<file path="src/rtl/float_discriminant_arbiter_pkg.sv">
// Shared types and the round-robin grant helper for the discriminant arbiter.
// The operand width and the default requester count are fixed here.
package float_discriminant_arbiter_pkg;

  localparam int FLEN      = 64;
  localparam int MAX_REQ   = 8;
  localparam int N_REQ_DEF = 4;
  localparam int TAG_W     = $clog2(N_REQ_DEF);

  typedef logic [TAG_W-1:0] tag_t;

  // Searches ptr, ptr+1, ... modulo n and returns a one-hot grant for the first set request.
  function automatic logic [MAX_REQ-1:0] rr_grant(input logic [MAX_REQ-1:0] req,
                                                  input logic [2:0]         ptr,
                                                  input int                 n);
    logic [MAX_REQ-1:0] g;
    logic               found;
    int                 idx;
    g     = '0;
    found = 1'b0;
    for (int k = 0; k < MAX_REQ; k++) begin
      idx = (int'(ptr) + k) % n;
      if (k < n && !found && req[idx[2:0]]) begin
        g[idx[2:0]] = 1'b1;
        found       = 1'b1;
      end
    end
    return g;
  endfunction

endpackage

</file>
<file path="src/rtl/float_discriminant_arbiter_disc_tag_fifo.sv">
// In-order FIFO of requester IDs for issued operations; the head is read combinationally
// so a result can be steered in the cycle it arrives.
module disc_tag_fifo #(
  parameter int W     = 2,
  parameter int DEPTH = 16
) (
  input  logic         clk,
  input  logic         rst,
  input  logic         push,
  input  logic         pop,
  input  logic [W-1:0] din,
  output logic [W-1:0] dout,
  output logic         empty,
  output logic         full
);

  localparam int PTR_W = $clog2(DEPTH);
  localparam int CNT_W = $clog2(DEPTH + 1);

  logic [W-1:0]     mem [DEPTH];
  logic [PTR_W-1:0] wr_ptr_q, rd_ptr_q;
  logic [CNT_W-1:0] count_q, count_d;
  logic             push_ok, pop_ok;

  function automatic logic [PTR_W-1:0] ptr_inc(input logic [PTR_W-1:0] p);
    return (p == PTR_W'(DEPTH - 1)) ? '0 : p + PTR_W'(1);
  endfunction

  assign empty   = (count_q == '0);
  assign full    = (count_q == CNT_W'(DEPTH));
  assign pop_ok  = pop & ~empty;
  // A pop frees the slot being written, so a push into a full FIFO is safe alongside it.
  assign push_ok = push & (~full | pop_ok);
  assign count_d = count_q + CNT_W'(push_ok) - CNT_W'(pop_ok);
  assign dout    = mem[rd_ptr_q];

  always_ff @(posedge clk or negedge rst) begin
    if (!rst) begin
      wr_ptr_q <= '0;
      rd_ptr_q <= '0;
      count_q  <= '0;
    end else begin
      if (push_ok) wr_ptr_q <= ptr_inc(wr_ptr_q);
      if (pop_ok)  rd_ptr_q <= ptr_inc(rd_ptr_q);
      count_q <= count_d;
    end
  end

  always_ff @(posedge clk) begin
    if (push_ok) mem[wr_ptr_q] <= din;
  end

endmodule

</file>
<file path="src/rtl/float_discriminant_arbiter.sv">
// Round-robin arbiter sharing one pipelined discriminant unit between N_REQ requesters,
// with an in-order tag FIFO that steers each result back to its issuer.
module float_discriminant_arbiter
  import float_discriminant_arbiter_pkg::*;
#(
  parameter int N_REQ     = 4,
  parameter int TAG_DEPTH = 16,
  parameter int TAG_W     = $clog2(N_REQ)
) (
  input  logic                  clk,
  input  logic                  rst,
  input  logic [N_REQ-1:0]      req_vld,
  input  logic [N_REQ*FLEN-1:0] req_a,
  input  logic [N_REQ*FLEN-1:0] req_b,
  input  logic [N_REQ*FLEN-1:0] req_c,
  output logic [N_REQ-1:0]      req_rdy,
  output logic                  disc_arg_vld,
  output logic [FLEN-1:0]       disc_a,
  output logic [FLEN-1:0]       disc_b,
  output logic [FLEN-1:0]       disc_c,
  input  logic                  disc_res_vld,
  input  logic [FLEN-1:0]       disc_res,
  input  logic                  disc_res_negative,
  input  logic                  disc_err,
  output logic [N_REQ-1:0]      rsp_vld,
  output logic [FLEN-1:0]       rsp_res,
  output logic                  rsp_negative,
  output logic                  rsp_err,
  output logic                  busy,
  output logic                  proto_err
);

  logic [TAG_W-1:0]   rr_ptr_q, rr_ptr_d, gnt_idx, head_tag;
  logic [MAX_REQ-1:0] req_ext, gnt_ext;
  logic               unused_gnt;
  logic               fifo_full, fifo_empty, push, pop;
  logic [FLEN-1:0]    sel_a, sel_b, sel_c;
  logic [FLEN-1:0]    disc_a_q, disc_b_q, disc_c_q, rsp_res_q;
  logic               disc_arg_vld_q, rsp_negative_q, rsp_err_q, proto_err_q;
  logic [N_REQ-1:0]   rsp_vld_q, rsp_vld_d;

  // Eligibility looks only at occupancy before any pop, so no disc_* input reaches req_rdy.
  always_comb begin
    req_ext              = '0;
    req_ext[N_REQ-1:0]   = req_vld & {N_REQ{~fifo_full}};
    gnt_ext              = rr_grant(req_ext, 3'(rr_ptr_q), N_REQ);
  end

  assign req_rdy    = gnt_ext[N_REQ-1:0];
  assign unused_gnt = ^gnt_ext;
  assign push       = |req_rdy;
  assign pop        = disc_res_vld & ~fifo_empty;

  always_comb begin
    gnt_idx = '0;
    sel_a   = '0;
    sel_b   = '0;
    sel_c   = '0;
    for (int i = 0; i < N_REQ; i++) begin
      if (req_rdy[i]) begin
        gnt_idx = TAG_W'(i);
        sel_a   = req_a[i*FLEN +: FLEN];
        sel_b   = req_b[i*FLEN +: FLEN];
        sel_c   = req_c[i*FLEN +: FLEN];
      end
    end
  end

  assign rr_ptr_d = (gnt_idx == TAG_W'(N_REQ - 1)) ? '0 : gnt_idx + TAG_W'(1);

  always_comb begin
    rsp_vld_d = '0;
    if (pop) rsp_vld_d[head_tag] = 1'b1;
  end

  disc_tag_fifo #(
    .W     (TAG_W),
    .DEPTH (TAG_DEPTH)
  ) u_tag_fifo (
    .clk   (clk),
    .rst   (rst),
    .push  (push),
    .pop   (pop),
    .din   (gnt_idx),
    .dout  (head_tag),
    .empty (fifo_empty),
    .full  (fifo_full)
  );

  always_ff @(posedge clk or negedge rst) begin
    if (!rst) begin
      rr_ptr_q       <= '0;
      disc_arg_vld_q <= 1'b0;
      disc_a_q       <= '0;
      disc_b_q       <= '0;
      disc_c_q       <= '0;
      rsp_vld_q      <= '0;
      rsp_res_q      <= '0;
      rsp_negative_q <= 1'b0;
      rsp_err_q      <= 1'b0;
      proto_err_q    <= 1'b0;
    end else begin
      disc_arg_vld_q <= push;
      if (push) begin
        rr_ptr_q <= rr_ptr_d;
        disc_a_q <= sel_a;
        disc_b_q <= sel_b;
        disc_c_q <= sel_c;
      end
      rsp_vld_q <= rsp_vld_d;
      if (disc_res_vld) begin
        rsp_res_q      <= disc_res;
        rsp_negative_q <= disc_res_negative;
        rsp_err_q      <= disc_err;
      end
      if (disc_res_vld && fifo_empty) proto_err_q <= 1'b1;
    end
  end

  assign disc_arg_vld = disc_arg_vld_q;
  assign disc_a       = disc_a_q;
  assign disc_b       = disc_b_q;
  assign disc_c       = disc_c_q;
  assign rsp_vld      = rsp_vld_q;
  assign rsp_res      = rsp_res_q;
  assign rsp_negative = rsp_negative_q;
  assign rsp_err      = rsp_err_q;
  assign busy         = ~fifo_empty | disc_arg_vld_q;
  assign proto_err    = proto_err_q;

endmodule

</file>
<file path="config.mk">
export PLATFORM = sky130hd
export DESIGN_NAME = float_discriminant_arbiter
export DESIGN_NICKNAME = d
export VERILOG_FILES = /design/src/rtl/float_discriminant_arbiter_pkg.sv /design/src/rtl/float_discriminant_arbiter_disc_tag_fifo.sv /design/src/rtl/float_discriminant_arbiter.sv
export SDC_FILE = /design/constraint.sdc
export NUM_CORES = 1
export LEC_CHECK = 0
export ABC_AREA = 1
export BUFFER_PORTS_ARGS = -buffer_cell sky130_fd_sc_hd__buf_4
export CELL_PAD_IN_SITES_DETAIL_PLACEMENT = 2
export CELL_PAD_IN_SITES_GLOBAL_PLACEMENT = 2
export CORE_AREA = 2 2 429 431
export DETAILED_ROUTE_END_ITERATION = 6
export DIE_AREA = 0 0 431 433
export GPL_TIMING_DRIVEN = 0
export PLACE_DENSITY = 0.53
export SYNTH_ARGS = -nofsm -noshare
export SYNTH_HDL_FRONTEND = slang
export SYNTH_SLANG_ARGS = --single-unit
</file>
<file path="constraint.sdc">
create_clock -name clk -period 3.5 [get_ports clk]
set_input_delay 0.7 -clock clk [delete_from_list [all_inputs] [get_ports clk]]
set_output_delay 0.7 -clock clk [all_outputs]
set_load 0.005 [all_outputs]
</file>
# ---- Word level (Yosys, flattened, before mapping)
# Memories as Yosys holds them, arrays and structs flattened.
# Index checks and enable logic that the tools add are counted.
dict set report word_totals {
  ramBits 32
  register_bits 279
  inputBits 841
  latchBits 0
  mem_count 1
  rom_bits 0
  out_inout_bits 269
}
# name words width read_ports rd_clocked_by_memory_dff write_ports line
set mem_list {}
lappend mem_list {u_tag_fifo.mem 16 2 1 0 1 float_discriminant_arbiter_disc_tag_fifo.sv:20} ;# logic [W-1:0] mem [DEPTH];
dict set report classes {
  n_lt_le_gt_ge 10
  mul 0
  n_reduce_logical 17
  n_shift 0
  bitwise 14
  n_mux 46
  add_sub_neg 8
  eq_ne 4
  n_div 0
}
# op n
set ops {}
lappend ops {{$mux W64} 12}
lappend ops {{$mux W4} 7}
lappend ops {{$mux W1} 15}
lappend ops {{$lt A3 B4 Y1 const B} 3}
lappend ops {{$or A4 B4 Y4} 3}
lappend ops {{$bmux W1 S3} 3}
lappend ops {{$demux W1 S3} 3}
lappend ops {{$ge A3 B1 Y1 const B} 3}
lappend ops {{$logic_and A1 B1 Y1} 9}
lappend ops {{$add A4 B1 Y4 const B} 2}
lappend ops {{$eq A4 B4 Y1 const B} 2}
lappend ops {{$mux W2} 3}
lappend ops {{$reduce_or A2 Y1} 3}
lappend ops {{$add A5 B1 Y5} 1}
lappend ops {{$eq A5 B5 Y1 const B} 1}
lappend ops {{$logic_not A5 Y1} 1}
lappend ops {{$sub A5 B1 Y5} 1}
lappend ops {{$add A2 B1 Y2 const B} 2}
lappend ops {{$add A2 B2 Y2 const B} 2}
lappend ops {{$and A4 B4 Y4} 1}
lappend ops {{$demux W1 S2} 2}
lappend ops {{$ge A2 B1 Y1 const B} 2}
lappend ops {{$lt A2 B4 Y1 const B} 1}
lappend ops {{$reduce_or A4 Y1} 1}
lappend ops {{8 further kinds} 16}

# ---- Depth between registers and ports, before layout
dict set report logic_depth {
  depth_word 20
  ltp_mapped 20
  depth_no_buf 19
}

# ---- Modules after synthesis
# From an unflattened synthesis, not the netlist that was laid out.
dict set report unflattened {
  cells_unflattened 3030
  hier_area_um2 19651.3
}
# module cells_each seq_area_each_um2 n_inst area_each_um2
set by_module_without_submodules {}
lappend by_module_without_submodules {float_discriminant_arbiter 2788 6656.4 1 17415.5}
lappend by_module_without_submodules {disc_tag_fifo 242 1286.2 1 2235.9}

# ---- Least setup slack after synthesis
# No wires, ideal clock.
dict set report synth_timing {
  path_kind {flip-flop to flip-flop}
  startpoint {register rr_ptr_q[0]}
  endpoint {register u_tag_fifo.count_q[4]}
  setup_slack_ns 0.431
  arrival_ns 2.990
  path_stages_with_launch 18
  t_required_ns 3.421
  path_cell_list {dfrtp_1 > inv_1 > ha_1 > inv_1 > nand2_1 > nand2_2 > nor2_4 > nand3_1 > nand3_2 > nor2_4 > clkbuf_1 > nand2_1 > ha_1 > fa_1 > a21oi_1 > nor2_1 > nor2_1 > xor2_1}
}
dict set report synth_between {
  elab_chain_cells 17
}
# item line
set synth_lines {}
lappend synth_lines {{start, declared} float_discriminant_arbiter.sv:33} ;# logic [TAG_W-1:0] rr_ptr_q, rr_ptr_d, gnt_idx, head_tag;
lappend synth_lines {{start signal, assigned} float_discriminant_arbiter.sv:105} ;# rr_ptr_q <= rr_ptr_d;
lappend synth_lines {{$add A2 B1 Y2} float_discriminant_arbiter_pkg.sv:22} ;# idx = (int'(ptr) + k) % n;
lappend synth_lines {{$reduce_or A2 Y1 (no line)} -}
lappend synth_lines {{$and A1 B1 Y1 (no line)} -}
lappend synth_lines {{$lt A3 B4 Y1 (not written as such), or another cell as far along} float_discriminant_arbiter_pkg.sv:24} ;# g[idx[2:0]] = 1'b1;
lappend synth_lines {{$logic_and A1 B1 Y1 (not written as such) / $mux W1 (equally long branches)} {float_discriminant_arbiter_pkg.sv:24, float_discriminant_arbiter_pkg.sv:23}}
lappend synth_lines {{$mux W1 (not written as such) / $logic_and A1 B1 Y1 (equally long branches)} {float_discriminant_arbiter_pkg.sv:24, float_discriminant_arbiter_pkg.sv:23}}
lappend synth_lines {{$demux W1 S3 / $mux W1 (equally long branches)} {float_discriminant_arbiter_pkg.sv:24, float_discriminant_arbiter_pkg.sv:23}}
lappend synth_lines {{$or A4 B4 Y4 (no line) / $logic_not A1 Y1 (equally long branches)} -}
lappend synth_lines {{(+3 left out)} -}
lappend synth_lines {{$or A4 B4 Y4 (no line) / $logic_and A1 B1 Y1 (equally long branches)} -}
lappend synth_lines {{$mux W4 *} float_discriminant_arbiter_pkg.sv:23} ;# if (k < n && !found && req[idx[2:0]]) begin
lappend synth_lines {{$reduce_or A4 Y1 *} float_discriminant_arbiter.sv:51} ;# assign push = |req_rdy;
lappend synth_lines {{$and A1 B1 Y1 *} float_discriminant_arbiter_disc_tag_fifo.sv:33} ;# assign push_ok = push & (~full | pop_ok);
lappend synth_lines {{via u_tag_fifo.push_ok} float_discriminant_arbiter_disc_tag_fifo.sv:23} ;# logic push_ok, pop_ok;
lappend synth_lines {{$add A5 B1 Y5 *} float_discriminant_arbiter_disc_tag_fifo.sv:34} ;# assign count_d = count_q + CNT_W'(push_ok) - CNT_W'(pop_ok);
lappend synth_lines {{$sub A5 B1 Y5 *} float_discriminant_arbiter_disc_tag_fifo.sv:34}
lappend synth_lines {{via u_tag_fifo.count_d[4]} float_discriminant_arbiter_disc_tag_fifo.sv:22} ;# logic [CNT_W-1:0] count_q, count_d;
lappend synth_lines {{end signal, assigned} float_discriminant_arbiter_disc_tag_fifo.sv:45} ;# count_q <= count_d;
lappend synth_lines {{end, declared} float_discriminant_arbiter_disc_tag_fifo.sv:22}
# The timed path passes the listed nets; every way through them passes the cells marked *. The select of a mux whose other input is x is not followed.
# A chain may end at the register's enable or synchronous reset.

# ---- Worst setup path after layout
dict set report layout_timing {
  startpoint {register u_tag_fifo.count_q[3]}
  endpoint {output req_rdy[0]}
}
dict set report layout_between {
  elab_chain_cells 15
}
# item line
set layout_lines {}
lappend layout_lines {{$eq A5 B5 Y1 *} float_discriminant_arbiter_disc_tag_fifo.sv:30} ;# assign full = (count_q == CNT_W'(DEPTH));
lappend layout_lines {{$not A1 Y1 *} float_discriminant_arbiter.sv:45} ;# req_ext[N_REQ-1:0] = req_vld & {N_REQ{~fifo_full}};
lappend layout_lines {{$and A4 B4 Y4 *} float_discriminant_arbiter.sv:45}
lappend layout_lines {{$bmux W1 S2} float_discriminant_arbiter_pkg.sv:23}
lappend layout_lines {{$mux W1 (not written as such)} float_discriminant_arbiter_pkg.sv:23}
lappend layout_lines {{$mux W1} float_discriminant_arbiter_pkg.sv:23}
lappend layout_lines {{$logic_not A1 Y1} float_discriminant_arbiter_pkg.sv:23}
lappend layout_lines {{$logic_and A1 B1 Y1} float_discriminant_arbiter_pkg.sv:23}
lappend layout_lines {{$mux W1} float_discriminant_arbiter_pkg.sv:23}
lappend layout_lines {{$logic_not A1 Y1} float_discriminant_arbiter_pkg.sv:23}
lappend layout_lines {{$logic_and A1 B1 Y1} float_discriminant_arbiter_pkg.sv:23}
lappend layout_lines {{$mux W1} float_discriminant_arbiter_pkg.sv:23}
lappend layout_lines {{$logic_not A1 Y1} float_discriminant_arbiter_pkg.sv:23}
lappend layout_lines {{$logic_and A1 B1 Y1} float_discriminant_arbiter_pkg.sv:23}
lappend layout_lines {{$mux W4 *} float_discriminant_arbiter_pkg.sv:23}
lappend layout_lines {{end, declared} float_discriminant_arbiter.sv:16} ;# output logic [N_REQ-1:0] req_rdy,
# Every way passes the cells marked *; elsewhere a longest branch is shown, timed or not. The select of a mux whose other input is x is not followed.

==> impl_metrics.csv <==
group,metric,value,unit
run_status,outcome,"finished clean",
critical_path,timing.critical_path.slowest_cell_delay,0.39,ns
finish,multi_input_comb_area,0.00885,mm^2
finish,sequential_cell_area,0.00795,mm^2
die,dieHeight,433,um
grt,grt_start_max_net_pins,85,
die,std_cell_rows,157,
clock_tree,clock_tree_from_tritoncts,"yes",
sta,worst_pin_slew,1.04,ns
hold_path,hp-start,"disc_res[2]",
clock_tree,cts.reportedPaths.clkPinSlew,0.07,ns
logic_synthesis,synthesis.area_per_instance,7.18,um^2
critical_path,critical_path.endpoint_type,"primary output",
critical_path,critical_path_required,2.80,ns
sta,holdWs,0.239,ns
placement,place_congestion,0.878,
sta,final_max_slew_viol_count,0,
critical_path,r2r_depth,22,
critical_path,rrSetupSlack,0.14,ns
placement,post_dp_hpwl,131000,um
logic_synthesis,yosys_register_bits,311,
power,p_leak,0.0163,uW
sta,finalCriticalPeriod,3.47,ns
logic_synthesis,ys_dominant_reg_cell,"dfrtp_1",
clock_tree,htree_num_levels,2,
sta,setup_viol,0,
critical_path,crit-reg2reg-launch,"u_tag_fifo.count_q[3]",
critical_path,timing.critical_path.from_type,"flop",
logic_synthesis,net_count_synth,3433,
critical_path,path_max_fanout,8,
critical_path,timing_worst_setup_path_type,"flop to primary output",
die,starting_density_of_the_core,0.102,
power,vdd_drop_max,0.532,mV
critical_path,reg_to_reg_endpoint,"u_tag_fifo.count_q[4]",
power,fin_total_pwr,46000,uW
detailed_routing,postRouteAntennaNets,0,
critical_path,cp_cell_sequence,"inv_2 > ha_4 > nand3_4 > nand3_4 > nand2_1 > nand2_2 > nand2_4 > nor2_4 > buf_4 > nand3_1 > nand3_4 > clkbuf_16 > buf_4",
finish,final_cell_count_no_fill,6217,
sta,hold_violations,0,
grt,grt_pass1_wl,211000,um
clock_tree,cts_root_buffer,"clkbuf_16",
logic_synthesis,yosysWarnings,0,
grt,grt_util_met1,0.178,
grt,grt.total_usage,0.164,
critical_path,worstPathArrival,2.77,ns
clock_tree,cts.path.max_buffers,3,
logic_synthesis,async_flop_share,0.897,
sta,timing.slew.headroom,0.303,
logic_synthesis,syn_inst,2574,
grt,grt_overflow,0,
finish,drive_above_1_share,0.391,
clock_tree,clk-insertion-delay-late,0.69,ns
finish,area_delta_synth_final,74.6,%
die,design.die.area,0.187,mm^2
sta,fmax,0.288,GHz
critical_path,cp_slowest_cell,"dfrtp_1",
job,cap_violations,0,
clock_tree,cts_inserted_buffers,48,
detailed_routing,drc_errors,0,
grt,grt.met2_usage,0.306,
power,cellPowerDensity,1430,mW/mm^2
critical_path,cell_repeated_most_along_the_worst_path,"nand3_4",
grt,grt_pass1_vias,25245,
sta,final.period_utilization,0.992,
grt,busiest_layer,"met2",
grt,antenna_found_initial,62,
detailed_routing,drt-initial-drc-count,1114,
hold_path,kind_of_path_behind_the_tightest_hold_check,"input pin to flop",
placement,placed_cells,6070,
logic_synthesis,synthDistinctLibCells,34,
logic_synthesis,synth_enable_flop_cells,32,
finish,layout_common_cells,"buf_4, nand2_1, nand3_1",
grt,grt_use_met3,0.0412,
sta,timing.clock.skew,0.0655,ns
detailed_routing,avgViaCountPerCell,3.76,
hold_path,worstHoldPathCells,2,
finish,num-fill-cells,21471,
logic_synthesis,syn_area,0.0185,mm^2
finish,layout.cells.most_common,"buf_4",
die,die_w,431,um
die,num_io_pins,1110,
clock_tree,clkSinkCount,311,
finish,fin_nets,4625,
die,core_region_area,0.182,mm^2
detailed_routing,detailedRoute.firstPassIterationCount,6,
logic_synthesis,synth-seq-area-share,0.430,
placement,portBuffers,1108,
sta,grt_setup_unrepaired,"yes",
detailed_routing,totalWireLength,160000,um
detailed_routing,drt-wirelength-per-cell,25.7,um
detailed_routing,dr_total_vias,23407,
hold_path,min_delay_worst_endpoint,"rsp_res[2]",
[kinds of logic after synthesis]
| kind of cell | Yosys count | synth area share |
|---|---|---|
| xor+xnor | 7 | 0.00332 |
| mux | 66 | 0.0402 |
| compound gates | 232 | 0.0642 |
| buf+inv | 437 | 0.0998 |
| flops | 311 | 0.430 |
| simple gates | 1503 | 0.350 |
| fa+ha+maj | 18 | 0.0126 |
[cells in the mapped netlist (4+ instances only)]
cell type | n | area [um^2]
a21oi_1 | 198 | 991
buf_1 | 9 | 33.8
buf_2 | 149 | 746
clkbuf_1 | 24 | 90.1
clkinv_1 | 4 | 15.0
dfrtp_1 | 279 | 6980
edfxtp_1 | 32 | 961
ha_1 | 17 | 213
inv_1 | 244 | 916
mux2_2 | 66 | 743
nand2_1 | 810 | 3040
nand3_1 | 610 | 3050
nor2_1 | 68 | 255
o21ai_0 | 21 | 105
o22ai_1 | 6 | 37.5
xor2_1 | 6 | 52.6
[stage by stage]
stage / setup TNS [ns] / setup slack, ns / area, um^2 / utilization
6_report: 0 / 0.0269 / 32300 / 0.177
5_1_grt: -0.738 / -0.152 / 32300 / 0.177
4_1_cts: -0.0214 / -0.00782 / 32000 / 0.176
3_5_place_dp: -83.59 / -1.32 / 29900 / 0.164
3_3_place_gp: -578.38 / -1.88 / 29800 / 0.164
2_1_floorplan: 0 / 0.431 / 18500 / -
[where the power goes]
| group | leakage, uW | internal, uW | total [uW] | switching, uW |
|---|---|---|---|---|
| combinational | 0.0118 | 10700 | 34000 | 23300 |
| clock | 0.000809 | 3140 | 5370 | 2230 |
| sequential | 0.00360 | 5740 | 6700 | 962 |
| total | 0.0163 | 19500 | 46000 | 26500 |
[what timing repair did]
item / CTS / global route
buffers inserted: 24 / 7
hold buffers: 1 / 0
endpoints found under the hold margin: 40 / 0
setup endpoints to repair: 235 / 139
resized for setup: 68 / 33
pin swaps: 9 / 6
[worst max-delay path: cells and delay by family (launching register included)]
kind          cells  cell delay, ns
simple gates      8            1.03
flops             1            0.39
buf+inv           4            0.50
fa+ha+maj         1            0.16
[sequential cells by signal, summed over array words and instances, names as in the netlist]
signal	flops
rsp_res	64
u_tag_fifo.wr_ptr_q	4
u_tag_fifo.rd_ptr_q	4
rr_ptr_q	2
u_tag_fifo.count_q	5
rsp_vld	4
disc_c	64
disc_arg_vld	1
disc_a	64
rsp_negative	1
u_tag_fifo.mem	32
rsp_err	1
disc_b	64
proto_err	1
[worst max path at each step]
stage	from	endpoint	slack, ns	cells after the start
floorplan	rr_ptr_q[0]	u_tag_fifo.count_q[4]	0.43	17
detailed placement	rr_ptr_q[0]	u_tag_fifo.count_q[4]	-1.32	17
finish	u_tag_fifo.count_q[3]	req_rdy[0]	0.03	13
global placement	rst	disc_b[41]	-1.88	1
global route	u_tag_fifo.count_q[3]	req_rdy[0]	-0.15	13
CTS	u_tag_fifo.count_q[3]	req_rdy[0]	-0.008	13
[metal layers]
layer | vias up | routed length [um]
met5 | - | 218
met4 | 32 | 5550
met3 | 226 | 9490
met2 | 787 | 85300
met1 | 11588 | 59200
li1 | 10774 | -
[area by class of cell]
type                    instances  area share
clock inverters                21      0.0104
well taps                    2385      0.0924
flip-flops and latches        311       0.246
inverters                     251      0.0293
clock buffers                  66      0.0415
diodes                         29     0.00225
multi-input cells            1826       0.274
repair buffers               1143       0.270
plain buffers                 185      0.0343
Note: power is estimated with default switching activity, not from simulation.
